### config.mk
export PLATFORM = sky130hd
export DESIGN_NAME = usb_fs_receiver
export DESIGN_NICKNAME = d
export VERILOG_FILES = /design/src/rtl/usb_fs_receiver.sv
export SDC_FILE = /design/constraint.sdc
export NUM_CORES = 1
export LEC_CHECK = 0
export CAP_MARGIN = 5
export CORE_MARGIN = 1.5
export CORE_UTILIZATION = 55
export CTS_CLUSTER_DIAMETER = 80
export DETAILED_ROUTE_END_ITERATION = 10
export HOLD_SLACK_MARGIN = 0.15
export PLACE_DENSITY_LB_ADDON = 0.08
export SLEW_MARGIN = 20
export SYNTH_ARGS = -nofsm -noshare
export SYNTH_HDL_FRONTEND = slang
export SYNTH_SLANG_ARGS = --single-unit
### constraint.sdc
create_clock -name clock48 -period 4.24 [get_ports clock48]
set_input_delay 0.424 -clock clock48 [delete_from_list [all_inputs] [get_ports clock48]]
set_output_delay 0.424 -clock clock48 [all_outputs]
set_load 0.1 [all_outputs]
### src/rtl/usb_fs_receiver.sv
// USB full-speed receive front end: 2-flop sync, bit recovery, NRZI/unstuff, single-packet capture.
// read_data lags read_address by one cycle; packets arriving while one is held are decoded but dropped.
module usb_fs_receiver #(
  parameter int OVERSAMPLE          = 4,
  parameter int BUFFER_BYTES        = 64,
  parameter int RESET_DETECT_CYCLES = 120,
  parameter int ADDR_WIDTH          = $clog2(BUFFER_BYTES),
  parameter int LENGTH_WIDTH        = $clog2(BUFFER_BYTES + 1)
) (
  input  logic                    clock48,
  input  logic                    reset,
  input  logic                    data,
  input  logic                    data_n,
  output logic                    bus_reset,
  output logic                    packet_ready,
  output logic [LENGTH_WIDTH-1:0] packet_length,
  output logic                    packet_error,
  output logic                    packet_dropped,
  input  logic                    packet_ack,
  input  logic [ADDR_WIDTH-1:0]   read_address,
  output logic [7:0]              read_data
);
  localparam int PHASE_W = $clog2(OVERSAMPLE);
  localparam int RST_W   = $clog2(RESET_DETECT_CYCLES + 1);
  localparam logic [PHASE_W-1:0]      PHASE_SAMPLE = PHASE_W'(OVERSAMPLE / 2);
  localparam logic [PHASE_W-1:0]      PHASE_LAST   = PHASE_W'(OVERSAMPLE - 1);
  localparam logic [RST_W-1:0]        RST_LIMIT    = RST_W'(RESET_DETECT_CYCLES);
  localparam logic [LENGTH_WIDTH-1:0] BUF_FULL     = LENGTH_WIDTH'(BUFFER_BYTES);

  typedef enum logic [2:0] {IDLE, SYNC, DATA, EOP, WAIT_IDLE} state_t;

  logic                    dp_meta_q, dp_sync_q, dp_prev_q, dn_meta_q, dn_sync_q;
  logic [PHASE_W-1:0]      phase_q, phase_d, phase_now;
  logic [RST_W-1:0]        se0_cnt_q, se0_cnt_d;
  state_t                  state_q, state_d;
  logic                    prev_lvl_q, prev_lvl_d;
  logic [6:0]              shift_q, shift_d;
  logic [2:0]              bit_cnt_q, bit_cnt_d;
  logic [2:0]              ones_q, ones_d;
  logic [2:0]              j_run_q, j_run_d;
  logic [LENGTH_WIDTH-1:0] byte_cnt_q, byte_cnt_d;
  logic                    capture_q, capture_d;
  logic                    ready_q, ready_d;
  logic [LENGTH_WIDTH-1:0] length_q, length_d;
  logic                    error_q, error_d;
  logic                    dropped_q, dropped_d;
  logic [7:0]              read_data_q;
  logic                    line_j, line_k, line_se0, line_se1;
  logic                    sample, rx_bit, fail;
  logic [7:0]              rx_byte;
  logic                    wr_en;
  logic [7:0]              mem [BUFFER_BYTES];

  assign line_j   =  dp_sync_q && !dn_sync_q;
  assign line_k   = !dp_sync_q &&  dn_sync_q;
  assign line_se0 = !dp_sync_q && !dn_sync_q;
  assign line_se1 =  dp_sync_q &&  dn_sync_q;

  // Bit phase realigns on every D+ edge; the line is sampled mid-bit.
  assign phase_now = (dp_sync_q != dp_prev_q) ? '0 : phase_q;
  assign phase_d   = (phase_now == PHASE_LAST) ? '0 : phase_now + PHASE_W'(1);
  assign sample    = (phase_now == PHASE_SAMPLE);
  assign rx_bit    = (dp_sync_q == prev_lvl_q);
  assign rx_byte   = {rx_bit, shift_q};

  assign se0_cnt_d = !line_se0 ? '0 :
                     (se0_cnt_q == RST_LIMIT) ? se0_cnt_q : se0_cnt_q + RST_W'(1);

  assign bus_reset      = (se0_cnt_q == RST_LIMIT);
  assign packet_ready   = ready_q;
  assign packet_length  = length_q;
  assign packet_error   = error_q;
  assign packet_dropped = dropped_q;
  assign read_data      = read_data_q;

  always_comb begin
    state_d    = state_q;
    prev_lvl_d = sample ? dp_sync_q : prev_lvl_q;
    shift_d    = shift_q;
    bit_cnt_d  = bit_cnt_q;
    ones_d     = ones_q;
    j_run_d    = j_run_q;
    byte_cnt_d = byte_cnt_q;
    capture_d  = capture_q;
    ready_d    = ready_q;
    length_d   = length_q;
    error_d    = 1'b0;
    dropped_d  = 1'b0;
    wr_en      = 1'b0;
    fail       = 1'b0;

    if (packet_ack && ready_q) ready_d = 1'b0;

    if (bus_reset) begin
      state_d = IDLE;
      ready_d = 1'b0;
    end else if (sample) begin
      case (state_q)
        IDLE: begin
          if (line_k) begin
            // The first K is already the first sync bit (a decoded 0).
            state_d    = SYNC;
            shift_d    = '0;
            bit_cnt_d  = 3'd1;
            ones_d     = '0;
            byte_cnt_d = '0;
            capture_d  = !ready_d;
          end
        end
        SYNC: begin
          if (line_se0 || line_se1) begin
            fail = 1'b1;
          end else begin
            shift_d   = rx_byte[7:1];
            ones_d    = rx_bit ? ones_q + 3'd1 : 3'd0;
            bit_cnt_d = bit_cnt_q + 3'd1;
            if (bit_cnt_q == 3'd7) begin
              if (rx_byte == 8'h80) state_d = DATA;
              else fail = 1'b1;
            end
          end
        end
        DATA: begin
          if (line_se0) begin
            state_d = EOP;
          end else if (line_se1) begin
            fail = 1'b1;
          end else if (ones_q == 3'd6) begin
            if (rx_bit) fail = 1'b1;
            else ones_d = 3'd0;
          end else begin
            ones_d    = rx_bit ? ones_q + 3'd1 : 3'd0;
            shift_d   = rx_byte[7:1];
            bit_cnt_d = bit_cnt_q + 3'd1;
            if (bit_cnt_q == 3'd7) begin
              if (byte_cnt_q == BUF_FULL) begin
                fail = 1'b1;
              end else begin
                wr_en      = capture_q;
                byte_cnt_d = byte_cnt_q + LENGTH_WIDTH'(1);
              end
            end
          end
        end
        EOP: begin
          if (line_j) begin
            if (bit_cnt_q == 3'd0 && byte_cnt_q != '0) begin
              state_d = IDLE;
              if (capture_q) begin
                ready_d  = 1'b1;
                length_d = byte_cnt_q;
              end else begin
                dropped_d = 1'b1;
              end
            end else begin
              fail = 1'b1;
            end
          end else if (!line_se0) begin
            fail = 1'b1;
          end
        end
        WAIT_IDLE: begin
          if (!line_j) j_run_d = '0;
          else if (j_run_q == 3'd7) state_d = IDLE;
          else j_run_d = j_run_q + 3'd1;
        end
        default: state_d = IDLE;
      endcase
      if (fail) begin
        error_d = 1'b1;
        state_d = WAIT_IDLE;
        j_run_d = '0;
      end
    end
  end

  always_ff @(posedge clock48) begin
    if (reset) begin
      dp_meta_q   <= 1'b1;
      dp_sync_q   <= 1'b1;
      dp_prev_q   <= 1'b1;
      dn_meta_q   <= 1'b0;
      dn_sync_q   <= 1'b0;
      phase_q     <= '0;
      se0_cnt_q   <= '0;
      state_q     <= IDLE;
      prev_lvl_q  <= 1'b1;
      shift_q     <= '0;
      bit_cnt_q   <= '0;
      ones_q      <= '0;
      j_run_q     <= '0;
      byte_cnt_q  <= '0;
      capture_q   <= 1'b0;
      ready_q     <= 1'b0;
      length_q    <= '0;
      error_q     <= 1'b0;
      dropped_q   <= 1'b0;
      read_data_q <= '0;
    end else begin
      dp_meta_q   <= data;
      dp_sync_q   <= dp_meta_q;
      dp_prev_q   <= dp_sync_q;
      dn_meta_q   <= data_n;
      dn_sync_q   <= dn_meta_q;
      phase_q     <= phase_d;
      se0_cnt_q   <= se0_cnt_d;
      state_q     <= state_d;
      prev_lvl_q  <= prev_lvl_d;
      shift_q     <= shift_d;
      bit_cnt_q   <= bit_cnt_d;
      ones_q      <= ones_d;
      j_run_q     <= j_run_d;
      byte_cnt_q  <= byte_cnt_d;
      capture_q   <= capture_d;
      ready_q     <= ready_d;
      length_q    <= length_d;
      error_q     <= error_d;
      dropped_q   <= dropped_d;
      read_data_q <= mem[read_address];
    end
  end

  // Packet RAM is deliberately left unreset.
  always_ff @(posedge clock48) begin
    if (wr_en) mem[byte_cnt_q[ADDR_WIDTH-1:0]] <= rx_byte;
  end

endmodule

==> out/metrics.cfg <==
[run_status]
status = completed

[placed_design]
placedCellCount = 1773
place_congestion = 0.830
dp_hpwl_microns = 30900
pre_cts_slack_ns = 0.519
dpl-instance-area_sq_um = 23900
port_buffers = 29

[sta]
relSlewSlack_pct = 19.6
setup_viol_count_final = 0
tightest_slew_ns = 1.20
fin_ws_ns = 0.475
hold_violations = 0
period_needed_ns = 3.77
max_freq_mhz = 266
setup_tns_ns = 0
fin_crit_sh_pct = 88.8
slew_violations = 0
finClkSkew_ns = 0.0109
rsz0062_at_grt = false
whs_ns = 0.386

[setup_path]
rrSetupSlack_ns = 0.47
crit_chain = inv_1 -> ha_1 -> nor4bb_1 -> o211ai_2 -> nor4_1 -> nand2_1 -> nor2_1
reg2reg_from = dp_sync_q$_SDFF_PP1_
path_buf_inv = 1
required_ns = 4.48
crit_fanout = 8
timing.rr.end = mem[44][6]$_DFFE_PP_
cp-end-kind = flip-flop
r2r_cells = 7
arrival_ns = 4.00
critPathTopFamily = simple AND/OR/NAND/NOR gates
crit_type = reg2reg
cpMaxStageDelayCell = nor2_1
critPathMaxStageDelay_ns = 0.72
start_kind = flip-flop

[power]
power_mw = 11.8
static-leakage-power_nw = 8.47
power_density_nw_per_um2 = 457
vdd_drop_max_uv = 347

[clocking]
tritoncts = yes
clock_path_buffers = 3
ctsResizeCount = 0
clk_pin_slew_ns = 0.06
cts-root-buf = clkbuf_16
ctsHoldBuffers = 0
worst_skew_pair.late_latency_ns = 0.60
post-cts-setup-buffer-count = 0
clock-sinks = 572
htree_levels = 2
cts_buffers = 56

[die]
dieArea_sq_um = 42700
placeableCoreArea_sq_um = 40800
ios = 30
die_x_microns = 207
die_y_microns = 207
num_rows = 74
start_util_pct = 55.8

[run]
drv_cap = 0

[layout]
final_nets = 1327
final_common_cell = edfxtp_1
mostFrequentLayoutCells = edfxtp_1 (512), mux4_2 (121), nor2_1 (101)
area_growth_pct = 13.5
finalNonFillerCells = 1876
drive_above_1_share_pct = 22.7
stdcell_area_sq_um = 25900
utilization_pct = 63.4
fillers = 2859

[yosys]
ys_ff_latch = 572
avgSynthCellArea_sq_um = 19.0
synth_edf_count = 512
synth_flop_cell = edfxtp_1
synth-xor-area-share_pct = 0.423
synth_fp_nets = 1230
synthCells = 1202
yosys.area_share.simple_pct = 4.72
syn_area_sq_um = 22800
synth_cell_types = 69
synth.yosys.seq_area_share_pct = 72.7
async_flop_share_pct = 0
synth_top_family_by_area = multiplexers
yosysWarnings = 0
synth_mux_area_share_pct = 15.4
synthAdderAreaFrac_pct = 0.933
synth_compound_area_share_pct = 3.74

[global_routing]
grt_pass1_wl_microns = 75100
grt_pass1_vias = 11800
grt_max_degree = 67
grt.total_usage_pct = 24.7
gr-total-overflow = 0
antenna_found_initial = 2

[detailed_routing]
drt-vias-per-instance = 6.16
post_drt_wl_per_cell_microns = 26.7
drtAntennaViolNets = 0
first_pass_iters = 5
vias = 11600
route.detailed.drc = 0
drtIter0Drc = 1118
wl_microns = 50100

[hold_path]
hold_class = in2reg
min_from = data_n
worst_hold_path.endpoint = dn_meta_q$_SDFF_PP0_
hold_path_depth = 2

[power breakdown]
group	switching, mW	total (mW)	internal [mW]
clock network	2.06	5.23	3.16
logic	0.317	0.516	0.199
registers	0.00569	6.09	6.09
total	2.39	11.8	9.45
[sequential cells by signal (all words and copies together), names as in the netlist, 3 cells and up]
name	count
se0_cnt_q	7
ones_q	3
packet_length	7
state_q	3
shift_q	7
mem	512
j_run_q	3
byte_cnt_q	7
read_data	8
bit_cnt_q	3
[cells in the mapped netlist (20+ instances only)]
master      n  area, sq um
a21oi_1    35          175
a22oi_1    28          210
clkbuf_1   20         75.1
dfxtp_1    60         1200
edfxtp_1  512        15400
inv_1      20         75.1
mux2i_1    40          400
mux4_2    121         2730
nand2_1    28          105
nand3_1    20          100
nor2_1    101          379
[routing by layer]
| layer | vias up | GRT usage (%) | share of wire (%) |
|---|---|---|---|
| met5 | - | 0 | 0 |
| li1 | 5079 | - | - |
| met2 | 389 | 38.2 | 48 |
| met3 | 73 | 3.94 | 6.5 |
| met1 | 6017 | 36.3 | 43 |
| met4 | 0 | 8.51 | 2.6 |
[cell type report]
class	count	area, sq um	share of cell area, %
sequential	572	16600	64.1
multi-input combinational	548	5740	22.2
clock buffer	67	1490	5.74
timing repair buffer	101	857	3.31
tap	532	666	2.57
clock inverter	35	465	1.80
inverter	20	75.1	0.290
antenna	1	2.50	0.00967
[how the worst max path moves through the flow]
stage | cells after the start | slack [ns] | endpoint | from
after floorplan | 7 | 0.86 | mem[10][0]$_DFFE_PP_ | se0_cnt_q[0]$_SDFFE_PP0N_
after global placement | 7 | 0.69 | mem[28][5]$_DFFE_PP_ | dp_sync_q$_SDFF_PP1_
after detailed placement | 7 | 0.52 | mem[28][7]$_DFFE_PP_ | dp_sync_q$_SDFF_PP1_
after CTS | 7 | 0.51 | mem[28][6]$_DFFE_PP_ | dp_sync_q$_SDFF_PP1_
after global routing | 7 | 0.21 | mem[44][4]$_DFFE_PP_ | dp_sync_q$_SDFF_PP1_
final | 7 | 0.47 | mem[44][6]$_DFFE_PP_ | dp_sync_q$_SDFF_PP1_
[cell families after synthesis]
group	count (synthesis)
AND/OR/NAND/NOR	221
AO/OA/AOI/OAI	122
flip-flops	572
buffers and inverters	82
XOR/XNOR	11
adder cells (fa/ha/maj)	17
multiplexers	177
(Power assumes the default switching activity.)
